## config.mk

```make
export PLATFORM = sky130hd
export DESIGN_NAME = prga_decrypt_flat
export DESIGN_NICKNAME = d
export VERILOG_FILES = /design/src/rtl/prga_decrypt_if.sv /design/src/rtl/prga_decrypt.sv /design/src/flat_wrapper.sv
export SDC_FILE = /design/constraint.sdc
export NUM_CORES = 1
export LEC_CHECK = 0
export ABC_AREA = 1
export BUFFER_PORTS_ARGS = -buffer_cell sky130_fd_sc_hd__buf_2
export CORE_UTILIZATION = 60
export CTS_BUF_LIST = sky130_fd_sc_hd__clkbuf_2
export DETAILED_ROUTE_END_ITERATION = 8
export PLACE_DENSITY = 0.8
export SETUP_SLACK_MARGIN = 0.1
export SLEW_MARGIN = 20
export SYNTH_ARGS = -nofsm -noshare
export SYNTH_HDL_FRONTEND = slang
export SYNTH_SLANG_ARGS = --single-unit
```

## constraint.sdc

```tcl
create_clock -name clk -period 2.34 [get_ports clk]
set_clock_uncertainty 0.1 [all_clocks]
set_input_delay 0.351 -clock clk [delete_from_list [all_inputs] [get_ports clk]]
set_output_delay 0.351 -clock clk [all_outputs]
set_load 0.01 [all_outputs]
```

## src/rtl/prga_decrypt_if.sv

```systemverilog
// Bus bundle between the RC4 PRGA stage and its memories/control.
// The slave side is the PRGA block itself; the master side is whoever owns
// the memories and the start control.
interface prga_decrypt_if;
  logic       start;
  logic [7:0] s_mem_out;
  logic [7:0] s_address;
  logic [7:0] s_mem_in;
  logic       s_wr_en;
  logic [7:0] enc_mem_out;
  logic [7:0] enc_address;
  logic [7:0] dec_address;
  logic [7:0] dec_mem_in;
  logic       dec_wr_en;
  logic       fsm_on;
  logic       fin_strobe;

  modport master (
    output start, s_mem_out, enc_mem_out,
    input  s_address, s_mem_in, s_wr_en, enc_address,
           dec_address, dec_mem_in, dec_wr_en, fsm_on, fin_strobe
  );

  modport slave (
    input  start, s_mem_out, enc_mem_out,
    output s_address, s_mem_in, s_wr_en, enc_address,
           dec_address, dec_mem_in, dec_wr_en, fsm_on, fin_strobe
  );
endinterface

```

## src/rtl/prga_decrypt.sv

```systemverilog
// RC4 PRGA stage: walks the shuffled S-array, swaps S[i]/S[j], and XORs the
// keystream byte S[S[i]+S[j]] with the encrypted ROM into the plaintext RAM.
// Ten cycles per byte, all memory-side outputs registered (set on the edge
// that enters the state that uses them).
module prga_decrypt #(
  parameter int MSG_LEN = 32
) (
  input  logic          clk,
  input  logic          rst,
  prga_decrypt_if.slave bus
);

  typedef enum logic [3:0] {
    IDLE, INC_I, RD_SI, GET_SI, RD_SJ, GET_SJ,
    WR_I, WR_J, RD_F, GET_F, WR_D, DONE
  } state_t;

  // k is compared before it is incremented, so MSG_LEN=256 never overflows k
  localparam logic [7:0] LAST_K = 8'(MSG_LEN - 1);

  state_t     r_state;
  logic [7:0] r_i, r_j, r_k, r_si, r_sj, r_f;
  logic [7:0] r_s_address, r_s_mem_in, r_enc_address, r_dec_address;
  logic       r_s_wr_en, r_dec_wr_en, r_fsm_on, r_fin_strobe;

  logic [7:0] w_i_nxt, w_j_nxt, w_f_idx;

  assign w_i_nxt = r_i + 8'd1;
  assign w_j_nxt = r_j + bus.s_mem_out;
  assign w_f_idx = r_si + r_sj;

  assign bus.s_address   = r_s_address;
  assign bus.s_mem_in    = r_s_mem_in;
  assign bus.s_wr_en     = r_s_wr_en;
  assign bus.enc_address = r_enc_address;
  assign bus.dec_address = r_dec_address;
  assign bus.dec_wr_en   = r_dec_wr_en;
  assign bus.fsm_on      = r_fsm_on;
  assign bus.fin_strobe  = r_fin_strobe;
  // ROM address is held at k from RD_F through WR_D, so its data is stable here
  assign bus.dec_mem_in  = r_dec_wr_en ? (r_f ^ bus.enc_mem_out) : 8'h00;

  // Sequencer: state, RC4 indices and the registered memory-side outputs
  always_ff @(posedge clk) begin
    if (!rst) begin
      r_state       <= IDLE;
      r_i           <= 8'h00;
      r_j           <= 8'h00;
      r_k           <= 8'h00;
      r_si          <= 8'h00;
      r_sj          <= 8'h00;
      r_f           <= 8'h00;
      r_s_address   <= 8'h00;
      r_s_mem_in    <= 8'h00;
      r_enc_address <= 8'h00;
      r_dec_address <= 8'h00;
      r_s_wr_en     <= 1'b0;
      r_dec_wr_en   <= 1'b0;
      r_fsm_on      <= 1'b0;
      r_fin_strobe  <= 1'b0;
    end else begin
      r_s_wr_en    <= 1'b0;
      r_dec_wr_en  <= 1'b0;
      r_fin_strobe <= 1'b0;
      case (r_state)
        IDLE: begin
          if (bus.start) begin
            r_i      <= 8'h00;
            r_j      <= 8'h00;
            r_k      <= 8'h00;
            r_fsm_on <= 1'b1;
            r_state  <= INC_I;
          end
        end
        INC_I: begin
          r_i         <= w_i_nxt;
          r_s_address <= w_i_nxt;
          r_state     <= RD_SI;
        end
        RD_SI: r_state <= GET_SI;
        GET_SI: begin
          r_si        <= bus.s_mem_out;
          r_j         <= w_j_nxt;
          r_s_address <= w_j_nxt;
          r_state     <= RD_SJ;
        end
        RD_SJ: r_state <= GET_SJ;
        GET_SJ: begin
          // S[i] <= S[j]; the S[j] byte is still on the read port
          r_sj        <= bus.s_mem_out;
          r_s_address <= r_i;
          r_s_mem_in  <= bus.s_mem_out;
          r_s_wr_en   <= 1'b1;
          r_state     <= WR_I;
        end
        WR_I: begin
          // written second so that i==j leaves S[i] = si
          r_s_address <= r_j;
          r_s_mem_in  <= r_si;
          r_s_wr_en   <= 1'b1;
          r_state     <= WR_J;
        end
        WR_J: begin
          r_s_address   <= w_f_idx;
          r_s_mem_in    <= 8'h00;
          r_enc_address <= r_k;
          r_state       <= RD_F;
        end
        RD_F: r_state <= GET_F;
        GET_F: begin
          r_f           <= bus.s_mem_out;
          r_s_address   <= 8'h00;
          r_dec_address <= r_k;
          r_dec_wr_en   <= 1'b1;
          r_state       <= WR_D;
        end
        WR_D: begin
          r_enc_address <= 8'h00;
          r_dec_address <= 8'h00;
          if (r_k == LAST_K) begin
            r_fin_strobe <= 1'b1;
            r_state      <= DONE;
          end else begin
            r_k     <= r_k + 8'd1;
            r_state <= INC_I;
          end
        end
        DONE: begin
          r_fsm_on <= 1'b0;
          r_state  <= IDLE;
        end
        default: r_state <= IDLE;
      endcase
    end
  end

endmodule
```

## src/flat_wrapper.sv

```systemverilog
// flat-port wrapper written by rule: the top's interface ports become plain ports
module prga_decrypt_flat 
#(
  parameter int MSG_LEN = 32
)
  (clk, rst, bus_start, bus_s_mem_out, bus_enc_mem_out, bus_s_address, bus_s_mem_in, bus_s_wr_en, bus_enc_address, bus_dec_address, bus_dec_mem_in, bus_dec_wr_en, bus_fsm_on, bus_fin_strobe);
  prga_decrypt_if bus_i ();
  input  logic clk;
  input  logic rst;
  input wire logic [$bits(bus_i.start)-1:0] bus_start;
  input wire logic [$bits(bus_i.s_mem_out)-1:0] bus_s_mem_out;
  input wire logic [$bits(bus_i.enc_mem_out)-1:0] bus_enc_mem_out;
  output wire logic [$bits(bus_i.s_address)-1:0] bus_s_address;
  output wire logic [$bits(bus_i.s_mem_in)-1:0] bus_s_mem_in;
  output wire logic [$bits(bus_i.s_wr_en)-1:0] bus_s_wr_en;
  output wire logic [$bits(bus_i.enc_address)-1:0] bus_enc_address;
  output wire logic [$bits(bus_i.dec_address)-1:0] bus_dec_address;
  output wire logic [$bits(bus_i.dec_mem_in)-1:0] bus_dec_mem_in;
  output wire logic [$bits(bus_i.dec_wr_en)-1:0] bus_dec_wr_en;
  output wire logic [$bits(bus_i.fsm_on)-1:0] bus_fsm_on;
  output wire logic [$bits(bus_i.fin_strobe)-1:0] bus_fin_strobe;
  assign bus_i.start = bus_start;
  assign bus_i.s_mem_out = bus_s_mem_out;
  assign bus_i.enc_mem_out = bus_enc_mem_out;
  assign bus_s_address = bus_i.s_address;
  assign bus_s_mem_in = bus_i.s_mem_in;
  assign bus_s_wr_en = bus_i.s_wr_en;
  assign bus_enc_address = bus_i.enc_address;
  assign bus_dec_address = bus_i.dec_address;
  assign bus_dec_mem_in = bus_i.dec_mem_in;
  assign bus_dec_wr_en = bus_i.dec_wr_en;
  assign bus_fsm_on = bus_i.fsm_on;
  assign bus_fin_strobe = bus_i.fin_strobe;
  prga_decrypt #(.MSG_LEN(MSG_LEN)) u_core (.clk(clk), .rst(rst), .bus(bus_i));
endmodule
```

### Word level (Yosys, flattened, before mapping)

Cells that the tools add are included.
Widths: inputs -> output; s select.

| storage, ports and cells | value |
|---|---|
| memories kept | 0 |
| output and inout port bits | 44 |
| input port bits | 19 |
| bits in latches | 0 |
| memory bits (read-only) | 0 |
| bits in writable memories | 0 |
| word-level logic and storage cells | 67 |
| register bits after elaboration | 88 |

| cells by class | value |
|---|---|
| div/mod/pow operators | 0 |
| shift-type cells | 0 |
| $mul | 0 |
| reductions and logical operators | 15 |
| eq/ne operators | 14 |
| order comparisons | 0 |
| muxes and demuxes | 18 |
| bitwise logic cells | 1 |
| add/subtract/negate cells | 4 |

Operators with widths:

| operator | count |
|---|---|
| $pmux 8 s2 | 5 |
| $pmux 8 s6 | 1 |
| $pmux 4 s11 | 1 |
| $mux 8 | 3 |
| $pmux 8 s3 | 1 |
| $add 8x1->8 const B | 2 |
| $add 8x8->8 | 2 |
| $eq 4x3->1 const B | 4 |
| $eq 4x4->1 const B | 4 |
| $reduce_bool 2->1 | 6 |
| $eq 4x2->1 const B | 2 |
| $eq 8x5->1 const B | 1 |
| $mux 4 | 2 |
| $reduce_and 2->1 | 4 |
| $xor 8x8->8 | 1 |
| $reduce_bool 6->1 | 1 |
| $eq 4x1->1 const B | 1 |
| $logic_not 4->1 | 1 |
| $mux 1 | 4 |
| $ne 2x2->1 const B | 2 |
| $reduce_and 3->1 | 1 |
| $reduce_bool 3->1 | 1 |
| $pmux 1 s2 | 1 |
| $reduce_or 2->1 | 1 |

### Depth between registers and ports, before layout

| logic depth | value |
|---|---|
| depth after elaboration | 3 |
| depth in mapped cells | 11 |
| gate-level depth less buffers | 11 |

### Least setup slack after synthesis

OpenSTA, ideal clock, no wires.

| path | value |
|---|---|
| path type | input -> register |
| start | input bus_s_mem_out[0] |
| end | register u_core.r_j[4] |
| arrival time | 1.584 ns |
| setup slack | 0.598 ns |
| buffers on the path | 0 |
| data required time | 2.182 ns |
| stages on the path | 7 |
| cell sequence | ha_1 fa_1 a31oi_1 nor2_1 nor2_1 a21boi_0 o21a_1 |

| on the way | value |
|---|---|
| cells in the longest elaborated chain, start to end | 2 |

RTL lines:

| item | line | source |
|---|---|---|
| from (decl) | flat_wrapper.sv:11 | `input wire logic [$bits(bus_i.s_mem_out)-1:0] bus_s_mem_out;` |
| $add 8x8->8 | prga_decrypt.sv:29 | `assign w_j_nxt = r_j + bus.s_mem_out;` |
| $pmux 8 s2 | prga_decrypt.sv:65 | `case (r_state)` |
| to (signal assigned) | prga_decrypt.sv:83 | `r_j <= w_j_nxt;` |
| to (decl) | prga_decrypt.sv:22 | `logic [7:0] r_i, r_j, r_k, r_si, r_sj, r_f;` |

No other way between the ends.
A chain may end at the register's enable or synchronous reset.

### Worst setup path after layout

| path | value |
|---|---|
| start | register u_core.r_state[1] |
| end | register u_core.r_s_address[0] (netlist: u_core.bus.s_address[0]) |

| on the way | value |
|---|---|
| cells in the longest elaborated chain, start to end | 2 |
| elaborated cells between the ends (all ways) | 8 |
| classes of those cells | eq/ne: 6; mux: 1; reduce/logical: 1 |

RTL lines:

| item | line | source |
|---|---|---|
| from (decl) | prga_decrypt.sv:21 | `state_t r_state;` |
| from (signal assigned) | prga_decrypt.sv:46 | `r_state <= IDLE;` |
| from (signal assigned) | prga_decrypt.sv:72 | `r_state <= INC_I;` |
| from (signal assigned) | prga_decrypt.sv:78 | `r_state <= RD_SI;` |
| $eq 4x4->1, or another cell as far along | prga_decrypt.sv:65 |  |
| $pmux 8 s6 or $reduce_bool 6->1 (tied branches) | - |  |
| to (signal assigned) | prga_decrypt.sv:77 | `r_s_address <= w_i_nxt;` |
| to (signal assigned) | prga_decrypt.sv:84 | `r_s_address <= w_j_nxt;` |
| to (signal assigned) | prga_decrypt.sv:91 | `r_s_address <= r_i;` |
| to (decl) | prga_decrypt.sv:23 | `logic [7:0] r_s_address, r_s_mem_in, r_enc_address, r_dec_address;` |

Parallel ways exist; a longest one is shown, timed or not.

==> out/qor.csv <==
metric;value;unit
synth_top_family_by_area;simple AND/OR/NAND/NOR gates;
clk_latency;0.57;ns
ys_seq_area_frac;0.389;
core;7290;um2
status;complete, no violations;
worst_r2r_path_depth;8;
drv_cap;0;
clkPwrFrac;0.294;
die_w;88.9;um
synth_fa_ha_area_frac;0.0531;
intPower;1920;uW
synth_compound_area_frac;0.142;
peakVddDrop;0.344;mV
drt_iter0_drc;334;
dr.pass1.iters;5;
setup_violations;0;
post_cts_buffers;0;
p_comb_frac;0.131;
endpoint_kind;register;
overflow;0;
finalMaxSlewViolations;0;
area_delta_synth_final;12.6;%
synth-xor-area-share;0.0135;
synth.distinct_cells;42;
grt_pass1_vias;3941;
die_h;88.9;um
antenna_found_initial;0;
p_switching;818;uW
worstPathArrival;2.43;ns
drc;0;
gp_congestion;0.925;
cts.path.max_buffers;2;
period_share;0.856;
syn_area;4530;um2
max_freq;499;MHz
rows;31;
hold_violations;0;
cts_root_buffer;clkbuf_2;
rsz0062_at_grt;false;
relSlewSlack;0.677;
io_pins;63;
clk_pin_slew;0.25;ns
startpoint_type;register;
syn-num-nets;685;
synthMuxAreaShare;0;
swShare;0.299;
dp_hpwl;8110;um
holdBufCountCts;4;
via_count;4332;
drive_gt1_frac;0.161;
period_minus_slack;2.00;ns
dpl_worst_slack;0.318;ns
powerDensity;538;nW/um2
synth_async_sr_flop_share;0;
synth_simple_gate_area_share;0.322;
cts_resized;0;
worstHoldPathType;primary input to register;
grt_pass1_wl;18000;um
yosys_warnings;0;
tightest_slew;0.484;ns
antennaDiodeCount;0;
timing.rr.start;u_core.r_state[1];
r2r_slack;0.34;ns
crit_start;u_core.r_state[1];
port_buffers;62;
required;2.77;ns
floorplan.initialDensity;0.621;
grt_max_degree;35;
final_nets;751;
avgViaCountPerCell;5.30;
path_class;register to register;
dieArea;7900;um2
worstPathMaxFanout;11;
drtAntennaViolNets;0;
syn_avg_cell_area;6.99;um2
clkSinkCount;88;
critPathCapture;u_core.bus.s_address[0];
grt.total_usage;0.299;
rr_endpoint;u_core.bus.s_address[0];
syn_inst;648;
worst_slack;0.337;ns
route.detailed.wl_per_inst;13.3;um
htree_levels;3;
postRouteWirelength;10900;um
leakage;0.00246;uW
synth_ff_type;dfxtp_1;
fill_cells;682;
cts_buffers;9;
cts_tree;yes;
ys_seq_elements;88;
finalSetupTns;0;ns
p_seq_frac;0.575;
synth_edf_count;0;
flip-flops by register name, summed over array words and instances (netlist names):
| name | flops |
|---|---|
| u_core.bus.dec_address | 8 |
| u_core.bus.enc_address | 8 |
| u_core.bus.s_address | 8 |
| u_core.bus.s_mem_in | 8 |
| u_core.r_f | 8 |
| u_core.r_i | 8 |
| u_core.r_j | 8 |
| u_core.r_k | 8 |
| u_core.r_si | 8 |
| u_core.r_sj | 8 |
| u_core.r_state | 4 |
| u_core.bus.dec_wr_en | 1 |
| u_core.bus.fin_strobe | 1 |
| u_core.bus.fsm_on | 1 |
| u_core.bus.s_wr_en | 1 |
metrics by stage:
step	hold slack, ns	instances	util	power [uW]	area, um2
2_1_floorplan	0.330	648	-	1840	4530
3_3_place_gp	0.340	797	0.676	1940	4930
3_5_place_dp	0.355	797	0.676	1950	4930
4_1_cts	0.000419	817	0.698	2740	5090
5_1_grt	0.00121	818	0.699	2850	5100
6_report	0.0206	818	0.699	2740	5100
cell families (layout without fill, tap and decap cells):
family,Yosys count,count (layout)
buffers and inverters,89,160
flip-flops,88,88
AO/OA/AOI/OAI,122,122
adder cells (fa/ha/maj),18,18
AND/OR/NAND/NOR,324,324
XOR/XNOR,7,7
layout make-up:
cell class                 count  area (um2)  area share
multi-input combinational    471        2410       0.472
sequential                    88        1760       0.346
timing repair buffer          73         418      0.0820
inverter                      71         269      0.0528
tap                           99         124      0.0243
clock inverter                 6        68.8      0.0135
clock buffer                  10        50.0     0.00982
critical path, cell delays in order (launching register included):
cell	delay, ns
dfxtp_1	0.49
nor2_1	0.11
inv_2	0.15
nor2_4	0.08
inv_2	0.22
nand3_2	0.19
nor2_1	0.34
nand2_1	0.10
a31oi_1	0.18
synthesized netlist by cell type (5+ instances only):
master,count,area share
a21oi_1,60,0.066
a31oi_1,5,0.0069
clkbuf_1,10,0.0083
dfxtp_1,88,0.39
ha_1,16,0.044
inv_1,63,0.052
inv_2,7,0.0058
nand2_1,146,0.12
nand3_1,48,0.053
nor2_1,90,0.075
nor2_4,5,0.012
nor3_1,7,0.0077
o21ai_0,47,0.052
or2_2,6,0.0083
xor2_1,5,0.0097
layout by cell type (no fill, tap or decap), types with 2 or more instances in the layout:
cell type      synthesis  final
a31oi_1                5      5
ha_1                  16     16
nor2_1                90     90
xnor2_1                2      2
dlygate4sd3_1          0      5
buf_4                  3      5
nand3b_1               3      3
inv_1                 63     63
or2_1                  2      2
clkinvlp_4             0      3
inv_2                  7      7
buf_2                  3     62
nor3_1                 7      7
o21a_1                 2      2
nand2_2                3      3
nand2_4                3      3
or2_2                  6      6
xor2_1                 5      5
nand4_1                4      4
o21ai_0               47     47
nand2_1              146    146
nand3_1               48     48
nor2_4                 5      5
nand3_2                2      2
clkbuf_2               1     10
dfxtp_1               88     88
a21oi_1               60     60
fa_1                   2      2
power groups by stage:
stage	Clock [uW]	Sequential, uW	Combinational [uW]
after floorplan	0	1600	234
after global placement	0	1600	337
after detailed placement	0	1600	347
after CTS	810	1580	354
after global routing	871	1580	401
final	805	1580	359
worst min path at each step:
stage	startpoint	cells after the start	end	slack, ns
after detailed placement	u_core.bus.enc_address[7]	2	u_core.bus.enc_address[7]	0.35
final	bus_s_mem_out[5]	3	u_core.r_f[5]	0.02
after CTS	bus_s_mem_out[5]	3	u_core.r_f[5]	0.0004
after global placement	u_core.r_state[0]	1	u_core.r_state[0]	0.34
after global routing	bus_s_mem_out[5]	3	u_core.r_f[5]	0.001
after floorplan	u_core.r_state[0]	1	u_core.r_state[0]	0.33
layer usage:
| layer | vias to the layer above | wire [um] | track usage | part of all wire |
|---|---|---|---|---|
| met4 | 0 | 264 | 0.120 | 0.024 |
| met1 | 1942 | 4990 | 0.391 | 0.46 |
| li1 | 2234 | - | - | - |
| met5 | - | 0 | 0 | 0 |
| met2 | 132 | 5040 | 0.492 | 0.46 |
| met3 | 24 | 627 | 0.0494 | 0.057 |
(Power assumes the default switching activity.)
